[config.mk]
export PLATFORM = sky130hd
export DESIGN_NAME = mmio_ctrl
export DESIGN_NICKNAME = d
export VERILOG_FILES = /design/src/rtl/mmio_pkg.sv /design/src/rtl/mmio_ctrl_sync_fifo.sv /design/src/rtl/mmio_ctrl.sv
export SDC_FILE = /design/constraint.sdc
export NUM_CORES = 1
export LEC_CHECK = 0
export CAP_MARGIN = 25
export CORE_UTILIZATION = 44
export CTS_BUF_LIST = sky130_fd_sc_hd__clkbuf_16
export CTS_CLUSTER_SIZE = 14
export DETAILED_ROUTE_END_ITERATION = 8
export GPL_ROUTABILITY_DRIVEN = 0
export HOLD_SLACK_MARGIN = 0.08
export PLACE_DENSITY_LB_ADDON = 0.2
export SKIP_CTS_REPAIR_TIMING = 1
export SLEW_MARGIN = 20
export SYNTH_ARGS = -nofsm -noshare
export SYNTH_HDL_FRONTEND = slang
export SYNTH_SLANG_ARGS = --single-unit
[constraint.sdc]
create_clock -name clk -period 3.3 [get_ports clk]
set_input_delay 0.99 -clock clk [delete_from_list [all_inputs] [get_ports clk]]
set_output_delay 0.99 -clock clk [all_outputs]
set_load 0.05 [all_outputs]
[src/rtl/mmio_pkg.sv]
// Shared MMIO map: addresses, field widths and the bus request bundle.
package mmio_pkg;

  localparam int XLEN  = 32;
  localparam int TX_W  = 8;
  localparam int RX_W  = 8;
  localparam int BTN_W = 3;
  localparam int SW_W  = 2;
  localparam int LED_W = 6;

  localparam logic [XLEN-1:0] MMIO_UART_CTRL = 32'h8000_0000;
  localparam logic [XLEN-1:0] MMIO_RX_DATA   = 32'h8000_0004;
  localparam logic [XLEN-1:0] MMIO_TX_DATA   = 32'h8000_0008;
  localparam logic [XLEN-1:0] MMIO_CYC_CNT   = 32'h8000_0010;
  localparam logic [XLEN-1:0] MMIO_INS_CNT   = 32'h8000_0014;
  localparam logic [XLEN-1:0] MMIO_CNT_RESET = 32'h8000_0018;
  localparam logic [XLEN-1:0] MMIO_FIFO_EMPT = 32'h8000_0020;
  localparam logic [XLEN-1:0] MMIO_FIFO_READ = 32'h8000_0024;
  localparam logic [XLEN-1:0] MMIO_SWITCHES  = 32'h8000_0028;
  localparam logic [XLEN-1:0] MMIO_LEDS      = 32'h8000_0030;

  typedef enum logic [3:0] {
    SEL_NONE,
    SEL_UART_CTRL,
    SEL_RX,
    SEL_TX,
    SEL_CYC,
    SEL_INS,
    SEL_CLR,
    SEL_EMPTY,
    SEL_POP,
    SEL_SW,
    SEL_LED
  } mmio_sel_e;

  typedef struct packed {
    logic            re;
    logic            we;
    logic [XLEN-1:0] addr;
    logic [XLEN-1:0] wdata;
  } mmio_req_t;

  // Full-address decode; anything else (including unaligned hits) is unmapped.
  function automatic mmio_sel_e mmio_decode(input logic [XLEN-1:0] a);
    mmio_sel_e s;
    s = SEL_NONE;
    case (a)
      MMIO_UART_CTRL: s = SEL_UART_CTRL;
      MMIO_RX_DATA:   s = SEL_RX;
      MMIO_TX_DATA:   s = SEL_TX;
      MMIO_CYC_CNT:   s = SEL_CYC;
      MMIO_INS_CNT:   s = SEL_INS;
      MMIO_CNT_RESET: s = SEL_CLR;
      MMIO_FIFO_EMPT: s = SEL_EMPTY;
      MMIO_FIFO_READ: s = SEL_POP;
      MMIO_SWITCHES:  s = SEL_SW;
      MMIO_LEDS:      s = SEL_LED;
      default:        s = SEL_NONE;
    endcase
    return s;
  endfunction

endpackage

[src/rtl/mmio_ctrl_sync_fifo.sv]
// Show-ahead synchronous FIFO: dout is the current head whenever non-empty.
module sync_fifo #(
  parameter int WIDTH = 3,
  parameter int DEPTH = 8
) (
  input  logic             clk,
  input  logic             rst_n,
  input  logic             push,
  input  logic             pop,
  input  logic [WIDTH-1:0] din,
  output logic [WIDTH-1:0] dout,
  output logic             full,
  output logic             empty
);

  localparam int AW = $clog2(DEPTH);

  logic [WIDTH-1:0] mem [DEPTH];
  logic [AW-1:0]    wr_ptr;
  logic [AW-1:0]    rd_ptr;
  logic [AW:0]      count;
  logic             do_push;
  logic             do_pop;

  // A pop frees a slot in the same cycle, so push+pop on a full FIFO both land.
  assign do_pop  = pop & ~empty;
  assign do_push = push & (~full | do_pop);
  assign full    = (count == (AW+1)'(DEPTH));
  assign empty   = (count == '0);
  assign dout    = mem[rd_ptr];

  // Pointer and occupancy bookkeeping; pointers wrap naturally (DEPTH is 2^n).
  always_ff @(posedge clk or negedge rst_n) begin
    if (!rst_n) begin
      wr_ptr <= '0;
      rd_ptr <= '0;
      count  <= '0;
    end else begin
      if (do_push) wr_ptr <= wr_ptr + 1'b1;
      if (do_pop)  rd_ptr <= rd_ptr + 1'b1;
      case ({do_push, do_pop})
        2'b10:   count <= count + 1'b1;
        2'b01:   count <= count - 1'b1;
        default: count <= count;
      endcase
    end
  end

  // Storage write; contents need no reset since empty masks them.
  always_ff @(posedge clk) begin
    if (do_push) mem[wr_ptr] <= din;
  end

endmodule

[src/rtl/mmio_ctrl.sv]
// MMIO peripheral block: UART handshake, perf counters, button FIFO, LEDs, read mux.
module mmio_ctrl
  import mmio_pkg::*;
#(
  parameter int FIFO_DEPTH = 8
) (
  input  logic             clk,
  input  logic             rst_n,
  input  logic [XLEN-1:0]  addr,
  input  logic             re,
  input  logic             we,
  input  logic [XLEN-1:0]  wdata,
  output logic [XLEN-1:0]  rdata,
  input  logic             inst_retire,
  output logic [TX_W-1:0]  tx_data,
  output logic             tx_valid,
  input  logic             tx_ready,
  input  logic [RX_W-1:0]  rx_data,
  input  logic             rx_valid,
  output logic             rx_ready,
  input  logic [BTN_W-1:0] clean_buttons,
  input  logic [SW_W-1:0]  switches,
  output logic [LED_W-1:0] leds
);

  mmio_req_t        req;
  mmio_sel_e        sel;
  logic             rd;
  logic             wr;
  logic             cnt_clr;
  logic [XLEN-1:0]  cyc_cnt;
  logic [XLEN-1:0]  ins_cnt;
  logic [XLEN-1:0]  rd_mux;
  logic [BTN_W-1:0] btn_prev;
  logic [BTN_W-1:0] fifo_dout;
  logic             fifo_push;
  logic             fifo_pop;
  logic             fifo_full;
  logic             fifo_empty;

  assign req = '{re: re, we: we, addr: addr, wdata: wdata};
  assign sel = mmio_decode(req.addr);

  // re and we together are treated as no access at all.
  assign rd      = req.re & ~req.we;
  assign wr      = req.we & ~req.re;
  assign cnt_clr = wr & (sel == SEL_CLR);

  // Any rising bit is an event; the whole 3-bit sample is queued.
  assign fifo_push = |(clean_buttons & ~btn_prev);
  assign fifo_pop  = rd & (sel == SEL_POP) & ~fifo_empty;

  // Consume handshake rides the load itself; forced low while in reset.
  assign rx_ready = rst_n & rd & (sel == SEL_RX);

  sync_fifo #(
    .WIDTH (BTN_W),
    .DEPTH (FIFO_DEPTH)
  ) u_btn_fifo (
    .clk   (clk),
    .rst_n (rst_n),
    .push  (fifo_push),
    .pop   (fifo_pop),
    .din   (clean_buttons),
    .dout  (fifo_dout),
    .full  (fifo_full),
    .empty (fifo_empty)
  );

  // Read data selection from the current-cycle state and inputs.
  always_comb begin
    rd_mux = '0;
    case (sel)
      SEL_UART_CTRL: rd_mux = {30'b0, rx_valid, tx_ready};
      SEL_RX:        rd_mux = {24'b0, rx_data};
      SEL_CYC:       rd_mux = cyc_cnt;
      SEL_INS:       rd_mux = ins_cnt;
      SEL_EMPTY:     rd_mux = {31'b0, fifo_empty};
      SEL_POP:       rd_mux = fifo_empty ? '0 : {29'b0, fifo_dout};
      SEL_SW:        rd_mux = {30'b0, switches};
      SEL_LED:       rd_mux = {26'b0, leds};
      default:       rd_mux = '0;
    endcase
  end

  // Load data register: updates on every re, holds otherwise.
  always_ff @(posedge clk or negedge rst_n) begin
    if (!rst_n)      rdata <= '0;
    else if (req.re) rdata <= req.we ? '0 : rd_mux;
  end

  // Free-running cycle and retire counters; a clear store beats the increment.
  always_ff @(posedge clk or negedge rst_n) begin
    if (!rst_n) begin
      cyc_cnt <= '0;
      ins_cnt <= '0;
    end else if (cnt_clr) begin
      cyc_cnt <= '0;
      ins_cnt <= '0;
    end else begin
      cyc_cnt <= cyc_cnt + 1'b1;
      ins_cnt <= ins_cnt + {31'b0, inst_retire};
    end
  end

  // TX: a store is accepted only when the UART is ready; tx_valid is a one-cycle pulse.
  always_ff @(posedge clk or negedge rst_n) begin
    if (!rst_n) begin
      tx_valid <= 1'b0;
      tx_data  <= '0;
    end else begin
      tx_valid <= wr & (sel == SEL_TX) & tx_ready;
      if (wr && sel == SEL_TX && tx_ready) tx_data <= req.wdata[TX_W-1:0];
    end
  end

  // LED register write.
  always_ff @(posedge clk or negedge rst_n) begin
    if (!rst_n)                     leds <= '0;
    else if (wr && sel == SEL_LED)  leds <= req.wdata[LED_W-1:0];
  end

  // Previous button sample for rising-edge detection.
  always_ff @(posedge clk or negedge rst_n) begin
    if (!rst_n) btn_prev <= '0;
    else        btn_prev <= clean_buttons;
  end

endmodule
==> summary.txt <==
hold crit path type = reg -> reg
asr flop ratio synth = 83.78%
Critical Path Slowest Stage Cell = clkdlybuf4s50_1
grt ovf = 0
count leader, synth = dfrtp_1
post-synth top area cell = dfrtp_1
row cnt = 46
worst-case reg-to-reg path depth = 11
Synth Flop Type = dfrtp_1
worst path cell trace = clkdlybuf4s50_1 > nand2b_1 > nor3_2 > buf_4 > and4_4 > buf_12
CP max stage delay = 0.43 ns
Placeable Area = 16000 um2
status = finished, final reports clean
Reg clk slew, reported paths = 0.06 ns
Max Clk Rate = 306.0 MHz
die area = 17040 um2
Synth Area in XOR/XNOR = 7.831%
first-pass GRT wire length = 28.41 mm
CP endpoint kind = output port
clock sinks = 148
reg2reg setup slack = 0.80 ns
Pwr Density = 494.6 nW/um2
worst hold endpoint = tx_data[1]
WS Path Type = in -> out
layout cells sized above 1 = 22.44%
Hold Path Stages = 1
Area after DPL = 8956 um2
Hold Path Origin = tx_data[1]
r2r startpoint = u_btn_fifo.count[3]
count of unique library cells instantiated by Yosys = 57
Syn Area/Cell = 11.13 um2
Ys Warns = 0
Final Cycle Share = 99.03%
r2r endpoint = u_btn_fifo.count[3]
largest net degree at the start of global routing = 125
WL per Instance = 17.10 um
RSZ-0062 raised after global routing = yes
EDFF count, synth = 24
Max-slew headroom = 48.73%
vias per std cell = 5.302
synthesis-stage register bit count = 148
initial core utilization = 45.43%
Worst Path Arrival = 2.28 ns
Setup TNS = 0 ns
CP Launch Type = input port
antenna violation net count after detailed routing = 0
mapped cell area = 7269 um2
syn nets = 745
Worst Clk Skew = 0.005899 ns
DRT Pass-1 Iters = 5
DRC = 0
vias after detailed routing = 5493
synth cell count leaders = 124 x dfrtp_1, 84 x nor2_1, 47 x inv_1, 35 x xnor2_1
crit-path max FO = 3
final std cell area, no fill = 9741 um2
first-iteration detailed-routing DRC count = 391
Peak VDD IR = 0.3977 mV
Antenna Cells = 0
PortBufs = 107
Root Buffer = clkbuf_16
Tightest Pin Transition = 0.7620 ns
Synth top area share = 42.69%
largest family of logic cells by synthesized area = simple AND/OR/NAND/NOR gates
fin. max-slew vios = 0
Tot Pwr = 0.004818 W
min Tclk post-route = 3.268 ns
number of CTS-inserted buffers = 17
Post-Synth Adder-Cell Area = 1.480%
simple-gate portion of the synthesized area = 16.42%
Area Overhead vs Synth = 33.99%
DIE HEIGHT = 130.5 um
Die X = 130.5 um
top cells by area, synth = dfrtp_1 43%, edfxtp_1 9.9%, nor2_1 4.3%
dpl hpwl = 12.54 mm
Routed WL = 17.71 mm
Max-cap violations = 0
Post-Syn Instances = 653
Clock Latency Late Sink = 0.42 ns
CTS tree = yes
leak pwr = 4.186 nW
final count of hold timing violations = 0
Critical Path RT = 2.31 ns
vias in the first global route = 5759
Seq/Total Area, Yosys = 52.60%
H-tree lvl count = 4
Finish-stage setup viols = 0
antenna violations before repair = 0
final net count = 899
complex-gate fraction of the synthesized area = 10.03%
post-synthesis mux area share = 6.850%
global-route total usage across every layer = 22.08%
I/O pins = 132
Max clock buf depth = 2
## registers in the layout, summed over array words and instances (netlist names), 3 cells and up
signal,cells
cyc_cnt,32
ins_cnt,32
rdata,32
u_btn_fifo.mem,24
tx_data,8
leds,6
u_btn_fifo.count,4
btn_prev,3
u_btn_fifo.rd_ptr,3
u_btn_fifo.wr_ptr,3
## layout make-up
| cell class | count | area [um2] |
|---|---|---|
| inverters | 47 | 176.4 |
| repair buffers | 168 | 1614 |
| flip-flops and latches | 148 | 3824 |
| well taps | 216 | 270.3 |
| fillers | 1308 | 6260 |
| multi-input cells | 425 | 3219 |
| clock inverters | 15 | 211.5 |
| clock buffers | 17 | 425.4 |
## through the flow
step / cells / worst slack [ns] / hold slack, ns / util (%)
2_1_floorplan: 653 / 0.05519 / 0.4704 / -
3_3_place_gp: 1002 / -0.4666 / 0.4926 / 55.97
3_5_place_dp: 1002 / -0.5829 / 0.4964 / 55.97
4_1_cts: 1034 / -0.4557 / 0.5145 / 59.95
5_1_grt: 1036 / -0.08873 / 0.5417 / 60.88
6_report: 1036 / 0.03213 / 0.5110 / 60.88
## worst max-delay path by stage
| stage | start | endpoint | depth (start not counted) |
|---|---|---|---|
| 4_1_cts | addr[27] | rx_ready | 7 |
| 6_report | we | rx_ready | 6 |
| 5_1_grt | addr[11] | rx_ready | 7 |
| 3_5_place_dp | addr[27] | u_btn_fifo.count[3] | 13 |
| 3_3_place_gp | addr[27] | u_btn_fifo.count[3] | 13 |
| 2_1_floorplan | addr[1] | rx_ready | 4 |
## where the power goes
part	leakage (nW)	switching [W]	total (W)	internal, W
Combinational	1.98	0.000281	0.000590	0.000309
Clock	0.312	0.000749	0.00208	0.00133
Sequential	1.89	0.000144	0.00215	0.00200
## per-layer routing
metal  up-vias  routed length, um  global-route usage [%]
met5         -                  0                       0
met4         0                312                   9.398
met3        21                862                   5.008
met2       163               8965                   37.54
met1      2695               7571                   27.05
li1       2614                  -                       -
## cell usage in the layout, fill, tap and decap left out, drive strengths merged, types with 3 or more instances in the layout
cell type / instances
a21oi: 6
nor2: 84
a22oi: 24
nor2b: 6
nand2b: 4
and4: 6
dfrtp: 124
xor2: 30
nor4b: 4
ha: 7
nor3: 21
edfxtp: 24
bufinv: 5
o22ai: 32
and3: 14
clkdlybuf4s50: 76
dlymetal6s2s: 18
mux4: 7
xnor2: 35
inv: 48
nand2: 30
clkbuf: 23
a31oi: 3
nor4: 11
a222oi: 4
clkinv: 8
nand4: 12
buf: 68
mux2: 24
nand3: 27
mux2i: 7
## cells by family after synthesis
| kind of cell | Yosys count |
|---|---|
| compound gates | 81 |
| xor+xnor | 65 |
| buf+inv | 80 |
| flops | 148 |
| fa+ha+maj | 8 |
| mux | 38 |
| simple gates | 233 |
## worst max-delay path, delay by kind of cell
family | cells | cell delay [ns]
buffers and inverters | 3 | 0.71
and+or+nand+nor | 3 | 0.57
Power figures use the tool's default switching activity.
